<file path="src/rtl/add_sequencer_pkg.sv">
// Shared definitions for the nibble-serial add/subtract sequencer:
// controller state encoding, slice width and the lookahead carry combine.
package add_sequencer_pkg;

    localparam int SLICE_W = 4;

    localparam logic [1:0] STATE_IDLE = 2'd0;
    localparam logic [1:0] STATE_RUN  = 2'd1;
    localparam logic [1:0] STATE_DONE = 2'd2;

    typedef enum logic [1:0] {
        ST_IDLE = STATE_IDLE,
        ST_RUN  = STATE_RUN,
        ST_DONE = STATE_DONE
    } state_t;

    // Carry out of a slice from its group generate/propagate and carry-in.
    function automatic logic carry_next(input logic g, input logic p, input logic c);
        return g | (p & c);
    endfunction

endpackage

</file>
<file path="src/rtl/add_sequencer_cla_4.sv">
// 4-bit carry-lookahead slice: nibble sum plus group generate/propagate
// so the caller forms the carry out itself.
module cla_4 (
    input  logic [3:0] in_a,
    input  logic [3:0] in_b,
    input  logic       in_carry,
    output logic [3:0] out_sum,
    output logic       out_generate,
    output logic       out_propogate
);

    logic [3:0] g_s;
    logic [3:0] p_s;
    logic [3:0] c_s;

    assign g_s = in_a & in_b;
    assign p_s = in_a ^ in_b;

    assign c_s[0] = in_carry;
    assign c_s[1] = g_s[0] | (p_s[0] & in_carry);
    assign c_s[2] = g_s[1] | (p_s[1] & g_s[0]) | (p_s[1] & p_s[0] & in_carry);
    assign c_s[3] = g_s[2] | (p_s[2] & g_s[1]) | (p_s[2] & p_s[1] & g_s[0])
                  | (p_s[2] & p_s[1] & p_s[0] & in_carry);

    assign out_sum       = p_s ^ c_s;
    assign out_generate  = g_s[3] | (p_s[3] & g_s[2]) | (p_s[3] & p_s[2] & g_s[1])
                         | (p_s[3] & p_s[2] & p_s[1] & g_s[0]);
    assign out_propogate = &p_s;

endmodule

</file>
<file path="src/rtl/add_sequencer.sv">
// Nibble-serial WIDTH-bit adder/subtractor: one cla_4 slice is reused
// LSB-first for WIDTH/4 cycles; results become visible only on completion.
module add_sequencer
    import add_sequencer_pkg::*;
#(
    parameter int WIDTH = 32
) (
    input  logic             in_clk,
    input  logic             in_reset_n,
    input  logic             in_start,
    input  logic [WIDTH-1:0] in_x,
    input  logic [WIDTH-1:0] in_y,
    input  logic             in_sub,
    input  logic             in_carry,
    output logic             out_busy,
    output logic             out_done,
    output logic [WIDTH-1:0] out_sum,
    output logic             out_carry,
    output logic             out_overflow,
    output logic             out_zero
);

    localparam int N  = WIDTH / SLICE_W;
    localparam int CW = (N > 1) ? $clog2(N) : 1;
    localparam logic [CW-1:0] LAST_NIB = CW'(N - 1);

    state_t             state_r;
    logic [CW-1:0]      cnt_r;
    logic [WIDTH-1:0]   x_r;
    logic [WIDTH-1:0]   y_r;
    logic [WIDTH-1:0]   result_r;
    logic               carry_r;

    logic [SLICE_W-1:0] x_nib_s;
    logic [SLICE_W-1:0] y_nib_s;
    logic [SLICE_W-1:0] nib_sum_s;
    logic               gen_s;
    logic               prop_s;
    logic               c_next_s;
    logic [WIDTH-1:0]   final_sum_s;

    cla_4 u_cla (
        .in_a          (x_nib_s),
        .in_b          (y_nib_s),
        .in_carry      (carry_r),
        .out_sum       (nib_sum_s),
        .out_generate  (gen_s),
        .out_propogate (prop_s)
    );

    // Select the active nibble and merge its sum into the running result.
    always_comb begin
        x_nib_s     = x_r[cnt_r*SLICE_W +: SLICE_W];
        y_nib_s     = y_r[cnt_r*SLICE_W +: SLICE_W];
        c_next_s    = carry_next(gen_s, prop_s, carry_r);
        final_sum_s = result_r;
        final_sum_s[cnt_r*SLICE_W +: SLICE_W] = nib_sum_s;
    end

    // Controller, datapath registers and registered status outputs.
    always_ff @(posedge in_clk or negedge in_reset_n) begin
        if (!in_reset_n) begin
            state_r      <= ST_IDLE;
            cnt_r        <= '0;
            x_r          <= '0;
            y_r          <= '0;
            result_r     <= '0;
            carry_r      <= 1'b0;
            out_busy     <= 1'b0;
            out_done     <= 1'b0;
            out_sum      <= '0;
            out_carry    <= 1'b0;
            out_overflow <= 1'b0;
            out_zero     <= 1'b1;
        end else begin
            case (state_r)
                ST_IDLE, ST_DONE: begin
                    out_done <= 1'b0;
                    if (in_start) begin
                        // Subtraction is x + ~y + 1, so only y and carry-in differ.
                        x_r      <= in_x;
                        y_r      <= in_sub ? ~in_y : in_y;
                        carry_r  <= in_sub ? 1'b1 : in_carry;
                        cnt_r    <= '0;
                        state_r  <= ST_RUN;
                        out_busy <= 1'b1;
                    end else begin
                        state_r  <= ST_IDLE;
                        out_busy <= 1'b0;
                    end
                end
                ST_RUN: begin
                    result_r <= final_sum_s;
                    carry_r  <= c_next_s;
                    if (cnt_r == LAST_NIB) begin
                        state_r      <= ST_DONE;
                        out_busy     <= 1'b0;
                        out_done     <= 1'b1;
                        out_sum      <= final_sum_s;
                        out_carry    <= c_next_s;
                        out_overflow <= (x_r[WIDTH-1] == y_r[WIDTH-1]) &
                                        (final_sum_s[WIDTH-1] != x_r[WIDTH-1]);
                        out_zero     <= (final_sum_s == {WIDTH{1'b0}});
                    end else begin
                        cnt_r <= cnt_r + CW'(1);
                    end
                end
                default: begin
                    state_r  <= ST_IDLE;
                    out_busy <= 1'b0;
                    out_done <= 1'b0;
                end
            endcase
        end
    end

endmodule

</file>
<file path="config.mk">
export PLATFORM = sky130hd
export DESIGN_NAME = add_sequencer
export DESIGN_NICKNAME = d
export VERILOG_FILES = /design/src/rtl/add_sequencer_pkg.sv /design/src/rtl/add_sequencer_cla_4.sv /design/src/rtl/add_sequencer.sv
export SDC_FILE = /design/constraint.sdc
export NUM_CORES = 1
export LEC_CHECK = 0
export CELL_PAD_IN_SITES_DETAIL_PLACEMENT = 0
export CELL_PAD_IN_SITES_GLOBAL_PLACEMENT = 1
export CORE_MARGIN = 5
export CORE_UTILIZATION = 45
export DETAILED_ROUTE_END_ITERATION = 6
export GPL_TIMING_DRIVEN = 0
export PLACE_DENSITY_LB_ADDON = 0.3
export RECOVER_POWER = 50
export SYNTH_ARGS = -nofsm -noshare
export SYNTH_HDL_FRONTEND = slang
export SYNTH_SLANG_ARGS = --single-unit
</file>
<file path="constraint.sdc">
create_clock -name in_clk -period 7.6 [get_ports in_clk]
set_input_delay 1.52 -clock in_clk [delete_from_list [all_inputs] [get_ports in_clk]]
set_output_delay 1.52 -clock in_clk [all_outputs]
set_load 0.005 [all_outputs]
</file>
Yosys cells after proc, flatten, opt, wreduce, memory -nomap -nowiden
Cells that the tools add are included.
{ "op_classes": {"n_shift": 4, "eq_ne": 8, "mux": 16, "add_sub_neg": 2, "bitwise_logic": 30, "reduce_logical": 9} }
{ "op_table": {"columns": ["cell", "count"], "rows": [
  ["$shiftx 32x6->4", 2],
  ["$neg 5->34", 1],
  ["$shift 4x34->32 const A", 1],
  ["$shiftx 4x34->32", 1],
  ["$bwmux 32", 1],
  ["$logic_not 32->1", 1],
  ["$mux 32", 1],
  ["$not 32->32", 1],
  ["$and 1x1->1", 16],
  ["$or 1x1->1", 10],
  ["$xor 4x4->4", 2],
  ["$mux 1", 7],
  ["$mux 3", 2],
  ["$ne 2x2->1 const B", 3],
  ["$pmux 3 s2", 1],
  ["$reduce_and 2->1", 3],
  ["$and 4x4->4", 1],
  ["$pmux 1 s2", 2],
  ["$pmux 2 s2", 1],
  ["$reduce_and 4->1", 1],
  ["$add 3x1->3 const B", 1],
  ["$eq 3x3->1 const B", 1],
  ["$reduce_and 3->1", 1],
  ["$eq 2x1->1 const B", 1],
  ["7 further kinds", 7]
]} }
{ "word_totals": {"in_bits": 69, "word_cells": 81, "register_bits": 139} }

Depth between registers and ports, before layout
Gate-level depths: netlist of run 1.
{ "logic_depth": {"ltp_word": 11, "mapped_depth": 14, "mapped_depth_nobuf": 11} }

Hierarchy
From an unflattened synthesis of run 1, not the netlist that was laid out.
{ "unflattened": {"cells_unflattened": 627, "hier_area_um2": 6890.4} }
{ "by_module_without_submodules": {"columns": ["mod", "n_inst", "area_per_inst_um2", "cells_per_inst"], "rows": [
  ["add_sequencer", 1, 6707.7, 605],
  ["cla_4", 1, 182.7, 22]
]} }

Least setup slack after synthesis of run 1
Ideal clock, no wire load.
{ "synth_path": {"kind": "register to register", "from": "reg cnt_r[0]", "to": "reg out_zero", "setup_slack_ns": 4.039, "n_path_buf": 2, "arrival_time_ns": 3.475, "path_stages_with_launch": 14, "synth_period_minus_slack_ns": 3.561, "path_cell_list": "dfrtp_1 -> buf_6 -> clkbuf_1 -> mux4_2 -> nand2_1 -> nand2_1 -> fa_1 -> xnor2_1 -> nor3_1 -> a32oi_1 -> nand4_1 -> nor3_1 -> nand4_1 -> o31ai_2"} }
{ "synth_between": {"elab_chain_cells": 10} }
{ "synth_rtl": {"columns": ["element", "line_no", "rtl"], "rows": [
  ["start: declaration", "add_sequencer.sv:28", "logic [CW-1:0] cnt_r;"],
  ["start signal: assignment", "add_sequencer.sv:105", "cnt_r <= cnt_r + CW'(1);"],
  ["$shiftx 32x6->4, on equally long branches", "add_sequencer.sv:53, add_sequencer.sv:54", null],
  ["$xor 4x4->4 / $and 4x4->4 (equally long branches)", "add_sequencer_cla_4.sv:17, add_sequencer_cla_4.sv:16", null],
  ["$and 1x1->1, on equally long branches", "add_sequencer_cla_4.sv:22, add_sequencer_cla_4.sv:23", null],
  ["$or 1x1->1, or another cell as far along", "add_sequencer_cla_4.sv:22", "assign c_s[3] = g_s[2] | (p_s[2] & g_s[1]) | (p_s[2] & p_s[1] & g_s[0])"],
  ["$or 1x1->1 / $and 1x1->1 (equally long branches)", "add_sequencer_cla_4.sv:22, add_sequencer_cla_4.sv:23", null],
  ["$or 1x1->1", "add_sequencer_cla_4.sv:23", "| (p_s[2] & p_s[1] & p_s[0] & in_carry);"],
  ["$xor 4x4->4", "add_sequencer_cla_4.sv:25", "assign out_sum = p_s ^ c_s;"],
  ["$shiftx 4x34->32", "add_sequencer.sv:57", "final_sum_s[cnt_r*SLICE_W +: SLICE_W] = nib_sum_s;"],
  ["$bwmux 32", "add_sequencer.sv:57", null],
  ["$logic_not 32->1", "add_sequencer.sv:103", "out_zero <= (final_sum_s == {WIDTH{1'b0}});"],
  ["end signal: assignment", "add_sequencer.sv:103", null],
  ["end: declaration", "add_sequencer.sv:20", "output logic out_zero"]
]} }
Parallel ways exist; a longest one is shown, timed or not.
A chain may end at the register's enable or synchronous reset.

Worst setup path after layout of run 1
{ "layout_path": {"from": "reg cnt_r[1]", "to": "reg out_zero"} }
The elaborated chain is that of the path after synthesis.

==> results by group, run 1 <==
Status
  • Status: complete, but fails checks
  • Failing checks: max-capacitance violations, max-slew violations

Power
  • P_int: between 2 and 2.5 mW
  • Lkg Pwr: about 3.7 nW
  • Pwr Total: ~4 mW
  • Clk pwr share: between 20% and 30%
  • Reg power frac: between 20 and 30%
  • Psw: ~1.7 mW
  • Maximum vdd ir drop: 254 uV
  • Switching share of power: between 40 and 50%
  • Gate power share: between 40% and 50%
  • PwrDens: about 480 mW/mm^2

Route
  • Drt via density: 5.46
  • Final WL: between 15 and 20 mm
  • Avg WL per Cell: roughly 18 um
  • Initial drt markers: ~310
  • Total number of vias: roughly 5300
  • DR pass1 iterations: 5
  • Remaining DRCs: 0
  • Antenna Nets Post-Route: 0

Clocking
  • Bufs on Longest Clock Path: 2
  • CTS root buffer: clkbuf_16
  • CTS tree: built
  • Post-CTS Resized: 0
  • Clk_lat worst skew: roughly 0.43 ns
  • Worst-path clk slew: 0.06 ns
  • Clk sinks: 137
  • CTS buffer count: 17
  • Cts hold-fix bufs: 0
  • Htree depth: 4
  • Post-CTS Setup Repair Bufs: 0

Global routing
  • Global-route usage over all layers: 20.3%
  • Initial antenna violation count: 0
  • First-pass GRT wire length: 28.3 mm
  • Global route overflow: 0
  • Largest net degree at the start of global routing: 76
  • Vias in the first global route: between 5000 and 6000

Final layout
  • Fill cells: around 1300
  • Final net count: 848
  • Fin util: between 50% and 60%
  • Most frequent cells in the layout: dfrtp_1, nand2_1, o21ai_0, clkdlybuf4s50_1
  • Multi-input logic area: 0.00303 sq mm
  • Post-route insts no fill: slightly below 1000
  • Layout cells sized above 1: 12.2%
  • Ant. Diodes: 0
  • FF+latch area: between 0.003 and 0.004 sq mm
  • Commonest non-fill, non-tap cell in the layout: dfrtp_1
  • Layout area overhead: 29.2%
  • Post-route cell area: 0.00860 sq mm

Synth
  • Post-synthesis instance total: between 600 and 700
  • Mapped cell area: between 0.006 and 0.007 sq mm
  • Flops & latches, synth: about 140
  • Post-synth ARST share: 100%
  • Register area share after synthesis: around 52%
  • Ys flop type: dfrtp_1
  • Number of synthesized flops with an enable pin: 0
  • Mapped Avg Cell Area: between 10 and 15 sq um
  • Unique cell type count in the Yosys netlist: 54
  • Synthesis Warnings: 0
  • Post-Syn Nets: between 700 and 800

Worst setup path
  • Delay-heaviest family, CP: buffers and inverters
  • Critical Path End: out_zero$_DFFE_PN1P_
  • R2R depth: 13
  • Worst EP arrival: between 5 and 6 ns
  • Worst path depth: 13
  • CP Cell Sequence: clkbuf_1 > clkbuf_1 > mux4_2 > nand2_1 > nand2_1 > fa_1 > xnor2_1 > nor3_1 > a32oi_1 > nand4_1 > nor3_1 > nand4_1 > o31ai_2
  • CP startpoint kind: flip-flop
  • Worst Path Max Fanout: 10
  • Reg2Reg Launch Point: cnt_r[1]$_DFFE_PN0P_
  • Worst path required time: just under 8 ns
  • Critical path's slowest cell: xnor2_1
  • CP peak stage delay: ~0.86 ns
  • CP Launch Point: cnt_r[1]$_DFFE_PN0P_
  • Buf/Inv on CP: 2
  • Worst setup EP type: flip-flop
  • RR Endpoint: out_zero$_DFFE_PN1P_
  • R2r setup slk: 2.74 ns
  • Worst setup path category: flip-flop to flip-flop

Place
  • I/O Buffers: 104
  • GP Congestion: about 0.87
  • DP Wirelength: about 13 mm
  • Placed cells: 931
  • Dpl cell area: between 0.007 and 0.008 sq mm

Die
  • Io pins: approximately 110
  • Placeable Area: roughly 0.015 sq mm
  • Die X: between 100 and 150 um
  • Die area: between 0.015 and 0.02 sq mm
  • Cell Rows: 44
  • Overall die height: 132 um
  • Initial Utilization: roughly 46%

STA
  • # setup viols final: 0
  • Min Tclk post-route: between 4 and 5 ns
  • Final max-slew violation count: between 70 and 80
  • Tcrit/Tclk final: ~64%
  • Peak Freq: 206 MHz
  • Setup Skew: between 0.01 and 0.015 ns
  • Worst Tran Pin Value: 3.99 ns
  • Rel. slew slack: -166%
  • RSZ-0062 raised after global routing: no
  • Final hold violation count: 0

Worst hold path
  • Hold crit path type: flip-flop to flip-flop

Run
  • Max Cap Viol: 1
==> cells in the mapped netlist (2+ instances only) <==
master | n | area share, %
a22oi_1 | 12 | 1.4
mux2_2 | 36 | 6.1
nor2_1 | 24 | 1.4
inv_1 | 8 | 0.45
xnor2_1 | 34 | 4.5
nor3b_1 | 3 | 0.34
o41ai_1 | 2 | 0.26
clkbuf_1 | 34 | 1.9
xor2_1 | 3 | 0.39
nand2_1 | 126 | 7.1
o21ai_0 | 98 | 7.4
o21ai_1 | 4 | 0.30
nand3_1 | 9 | 0.68
o31ai_1 | 3 | 0.34
mux4_2 | 16 | 5.4
ha_1 | 12 | 2.3
a32oi_1 | 3 | 0.39
a21oi_1 | 14 | 1.1
dfrtp_1 | 136 | 51
nand4_1 | 6 | 0.56
nor3_1 | 11 | 0.83
nor2b_1 | 3 | 0.28
or3_1 | 2 | 0.19
buf_1 | 3 | 0.17
and3_1 | 2 | 0.19
a211oi_1 | 2 | 0.23
mux2i_1 | 6 | 0.90
nand2b_1 | 4 | 0.38
==> kinds of logic after synthesis <==
logic type,after synthesis,share of synthesized area [%]
adder cells (fa/ha/maj),13,2.56
AO/OA/AOI/OAI,149,12.7
buffers and inverters,50,3.02
XOR/XNOR,37,4.87
multiplexers,58,12.4
flip-flops,137,51.5
AND/OR/NAND/NOR,198,12.9
==> flip-flops by register name, summed over array words and instances, names as in the netlist <==
signal        cells
carry_r           1
cnt_r             3
out_busy          1
out_carry         1
out_done          1
out_overflow      1
out_sum          32
out_zero          1
result_r         32
x_r              32
y_r              32
==> power groups by stage <==
stage,Combinational (mW),Clock (mW),Sequential (mW)
after floorplan,1.30,0,1.18
after global placement,1.95,0,1.21
after detailed placement,1.99,0,1.23
after CTS,2.00,0.920,1.22
after global routing,2.18,0.953,1.25
final,1.99,0.907,1.22
==> worst register-to-register path: stages (launching register included) <==
cell	delay [ns]
dfrtp_1	0.42
clkbuf_1	0.56
clkbuf_1	0.60
mux4_2	0.43
nand2_1	0.09
nand2_1	0.13
fa_1	0.45
xnor2_1	0.86
nor3_1	0.12
a32oi_1	0.37
nand4_1	0.21
nor3_1	0.21
nand4_1	0.15
o31ai_2	0.19
==> metrics by stage <==
stage,hold WS [ns],setup WS [ns],TNS (ns)
floorplan,0.445,4.04,0
global route,0.498,1.83,0
global placement,0.457,-0.304,-40.31
detailed placement,0.466,2.79,0
CTS,0.479,2.75,0
finish,0.468,2.74,0
==> how the worst min path moves through the flow <==
stage,start,endpoint,depth (start not counted)
after floorplan,y_r[10]$_DFFE_PN0P_,y_r[10]$_DFFE_PN0P_,2
after global placement,y_r[4]$_DFFE_PN0P_,y_r[4]$_DFFE_PN0P_,2
after detailed placement,y_r[8]$_DFFE_PN0P_,y_r[8]$_DFFE_PN0P_,2
after CTS,y_r[8]$_DFFE_PN0P_,y_r[8]$_DFFE_PN0P_,2
after global routing,out_sum[10]$_DFFE_PN0P_,out_sum[10]$_DFFE_PN0P_,2
final,out_sum[27]$_DFFE_PN0P_,out_sum[27]$_DFFE_PN0P_,2
==> final cells by class <==
type | instances | share of cell area, %
Clock inverter | 12 | 2.28
Multi-Input combinational cell | 455 | 35.2
Buffer | 41 | 1.95
Timing Repair Buffer | 105 | 12.3
Tap cell | 184 | 2.68
Inverter | 9 | 0.393
Sequential cell | 137 | 39.9
Clock buffer | 20 | 5.31
==> metal layers <==
| layer | track usage (%) | up-vias | share of wire [%] |
|---|---|---|---|
| met5 | 0 | - | 0 |
| met4 | 7.60 | 0 | 2.7 |
| met3 | 5.54 | 35 | 5.8 |
| met2 | 32.8 | 160 | 47 |
| met1 | 26.4 | 2559 | 44 |
| li1 | - | 2505 | - |
(Power assumes the default switching activity.)
==> run 2: changes to the inputs <==
--- a/config.mk
+++ b/config.mk
@@ -8,7 +8,7 @@
 export CELL_PAD_IN_SITES_DETAIL_PLACEMENT = 0
 export CELL_PAD_IN_SITES_GLOBAL_PLACEMENT = 1
 export CORE_MARGIN = 5
-export CORE_UTILIZATION = 45
+export CORE_UTILIZATION = 42
 export DETAILED_ROUTE_END_ITERATION = 6
 export GPL_TIMING_DRIVEN = 0
 export PLACE_DENSITY_LB_ADDON = 0.3
==> constraint.sdc (replaced) <==
create_clock -name in_clk -period 5 [get_ports in_clk]
set_input_delay 1 -clock in_clk [delete_from_list [all_inputs] [get_ports in_clk]]
set_output_delay 1 -clock in_clk [all_outputs]
set_load 0.005 [all_outputs]
==> run 2 against run 1 <==
The run still ends with max-capacitance violations, max-slew violations left. Clock skew down 0.0050 ns. Final area down 0.20%. Clock power up 39%. Register-to-register slack worse by 2.3 ns. Non-clock buffer count unchanged. Total power up 50%.
==> results by group, run 2 (synthesized netlist as in run 1, its figures left out) <==
Worst setup path
  • R2R depth: 13
  • R2r setup slk: 0.45 ns
  • Critical path's slowest cell: clkbuf_1
  • Worst path required time: 5.34 ns
  • Worst setup EP type: flip-flop
  • Worst EP arrival: 4.89 ns
  • CP peak stage delay: approximately 0.60 ns
  • Worst setup path category: flip-flop to flip-flop
  • Worst Path Max Fanout: 10
  • RR Endpoint: out_zero$_DFFE_PN1P_
  • CP Cell Sequence: clkbuf_1 > clkbuf_1 > mux4_2 > nand2_1 > nand2_1 > fa_1 > xnor2_2 > nor3_1 > a32oi_1 > nand4_1 > nor3_1 > nand4_1 > o31ai_2
  • Reg2Reg Launch Point: cnt_r[1]$_DFFE_PN0P_
  • CP startpoint kind: flip-flop

STA
  • # setup viols final: 0
  • Final max-slew violation count: just over 60
  • RSZ-0062 raised after global routing: no
  • Rel. slew slack: -126%
  • Setup ws final: roughly 0.45 ns
  • Peak Freq: roughly 220 MHz
  • Min Tclk post-route: about 4.5 ns
  • Post-Route Setup TNS: 0 ns
  • Tcrit/Tclk final: between 90% and 100%
  • Final hold violation count: 0
  • Worst Tran Pin Value: roughly 3.4 ns
  • Setup Skew: 0.00827 ns

Route
  • Drt via density: 5.22
  • Final WL: 17.4 mm
  • Remaining DRCs: 0
  • Total number of vias: a little over 5000
  • Avg WL per Cell: 17.6 um
  • DR pass1 iterations: 5
  • Antenna Nets Post-Route: 0
  • Initial drt markers: ~290

Place
  • DP Wirelength: ~13 mm
  • GP Congestion: 0.853
  • Placed cells: 963
  • Setup WS pre-CTS: ~0.12 ns
  • I/O Buffers: ~100

Final layout
  • Commonest non-fill, non-tap cell in the layout: dfrtp_1
  • Final net count: 848
  • Fill cells: ~1400
  • Layout cells sized above 1: between 10% and 20%
  • Most frequent cells in the layout: dfrtp_1, nand2_1, o21ai_0, clkdlybuf4s50_1, clkbuf_1
  • Fin util: 54.7%
  • Ant. Diodes: 0
  • Post-route insts no fill: slightly below 1000
  • Layout area overhead: 29.0%

Die
  • Overall die height: between 100 and 150 um
  • Initial Utilization: 42.4%
  • Die X: roughly 140 um
  • Placeable Area: 0.0157 sq mm
  • Cell Rows: between 40 and 50
  • Io pins: 106
  • Die area: around 0.018 sq mm

Power
  • Maximum vdd ir drop: 559 uV
  • Lkg Pwr: between 3 and 4 nW
  • Pwr Total: just over 6 mW
  • PwrDens: ~720 mW/mm^2

Global routing
  • M2 GR Usage: between 30% and 40%
  • Vias in the first global route: 5390
  • First-pass GRT wire length: ~29 mm
  • Global route overflow: 0
  • Initial antenna violation count: 0
  • Global-route usage over all layers: about a fifth
  • Layer with the highest usage: met2
  • Met1 Use GR: between 20% and 30%
  • Largest net degree at the start of global routing: between 70 and 80
  • Met3 Usage GRT: 4.74%

Clocking
  • Clk sinks: between 100 and 150
  • Htree depth: 4
  • Bufs on Longest Clock Path: 2
  • CTS root buffer: clkbuf_16
  • Clk_lat worst skew: 0.42 ns
  • CTS tree: built
  • CTS buffer count: 17
  • Worst-path clk slew: 0.06 ns

Run
  • Max Cap Viol: 1

Worst hold path
  • Worst hold endpoint: out_sum[22]$_DFFE_PN0P_
  • Hold crit path type: flip-flop to flip-flop
  • Hold path startpoint: out_sum[22]$_DFFE_PN0P_
  • WHS Path Cells: 2

Status
  • Status: complete, but fails checks
  • Failing checks: max-capacitance violations, max-slew violations
-- run 2: report_power, final --
part           internal [mW]  total, mW  switching [mW]
registers               1.58       1.85           0.272
logic                   1.20       3.06            1.86
clock network          0.805       1.26           0.458
total                   3.58       6.17            2.59
-- run 2: layout make-up --
type	count	area, sq um	share of cell area [%]
repair buffers	105	1060	12.4
clock inverters	8	120	1.40
inverters	9	33.8	0.393
plain buffers	41	168	1.95
clock buffers	23	468	5.45
well taps	216	270	3.15
multi-input cells	455	3040	35.3
flip-flops and latches	137	3430	39.9
-- run 2: worst max-delay path by stage --
stage,start,end,slack [ns],cells after the start
6_report,cnt_r[1]$_DFFE_PN0P_,out_zero$_DFFE_PN1P_,0.45,13
5_1_grt,cnt_r[1]$_DFFE_PN0P_,out_zero$_DFFE_PN1P_,0.12,13
4_1_cts,cnt_r[1]$_DFFE_PN0P_,out_zero$_DFFE_PN1P_,0.09,13
3_5_place_dp,cnt_r[1]$_DFFE_PN0P_,out_zero$_DFFE_PN1P_,0.12,13
3_3_place_gp,in_reset_n,x_r[9]$_DFFE_PN0P_,-2.37,1
2_1_floorplan,cnt_r[0]$_DFFE_PN0P_,out_zero$_DFFE_PN1P_,1.44,13
-- run 2: timing repair --
action | in CTS | in global routing
setup buffers | 0 | 0
setup endpoints to repair | 0 | 1
resized for setup | 0 | 1
hold buffers | 0 | 0
-- run 2: through the flow --
stage / area, sq um / hold slack, ns
5_1_grt: 8590 / 0.491
4_1_cts: 8590 / 0.479
3_5_place_dp: 8000 / 0.467
3_3_place_gp: 7970 / 0.457
2_1_floorplan: 6660 / 0.445
6_report: 8590 / 0.467
-- run 2: worst max-delay path, delay by kind of cell, from the launching register on --
family	cells	cell delay, ns
xor gates and xnor gates	1	0.55
AOI/OAI and AO/OA	2	0.56
adders and majority gates	1	0.47
DFF	1	0.42
buffers and inverters	2	1.16
and+or+nand+nor	6	0.85
muxes	1	0.43
-- run 2: routing by layer --
| layer | share of wire (%) | vias to the layer above |
|---|---|---|
| met5 | 0 | - |
| met4 | 1.5 | 0 |
| met3 | 5.0 | 21 |
| met2 | 50 | 134 |
| met1 | 43 | 2536 |
| li1 | - | 2498 |
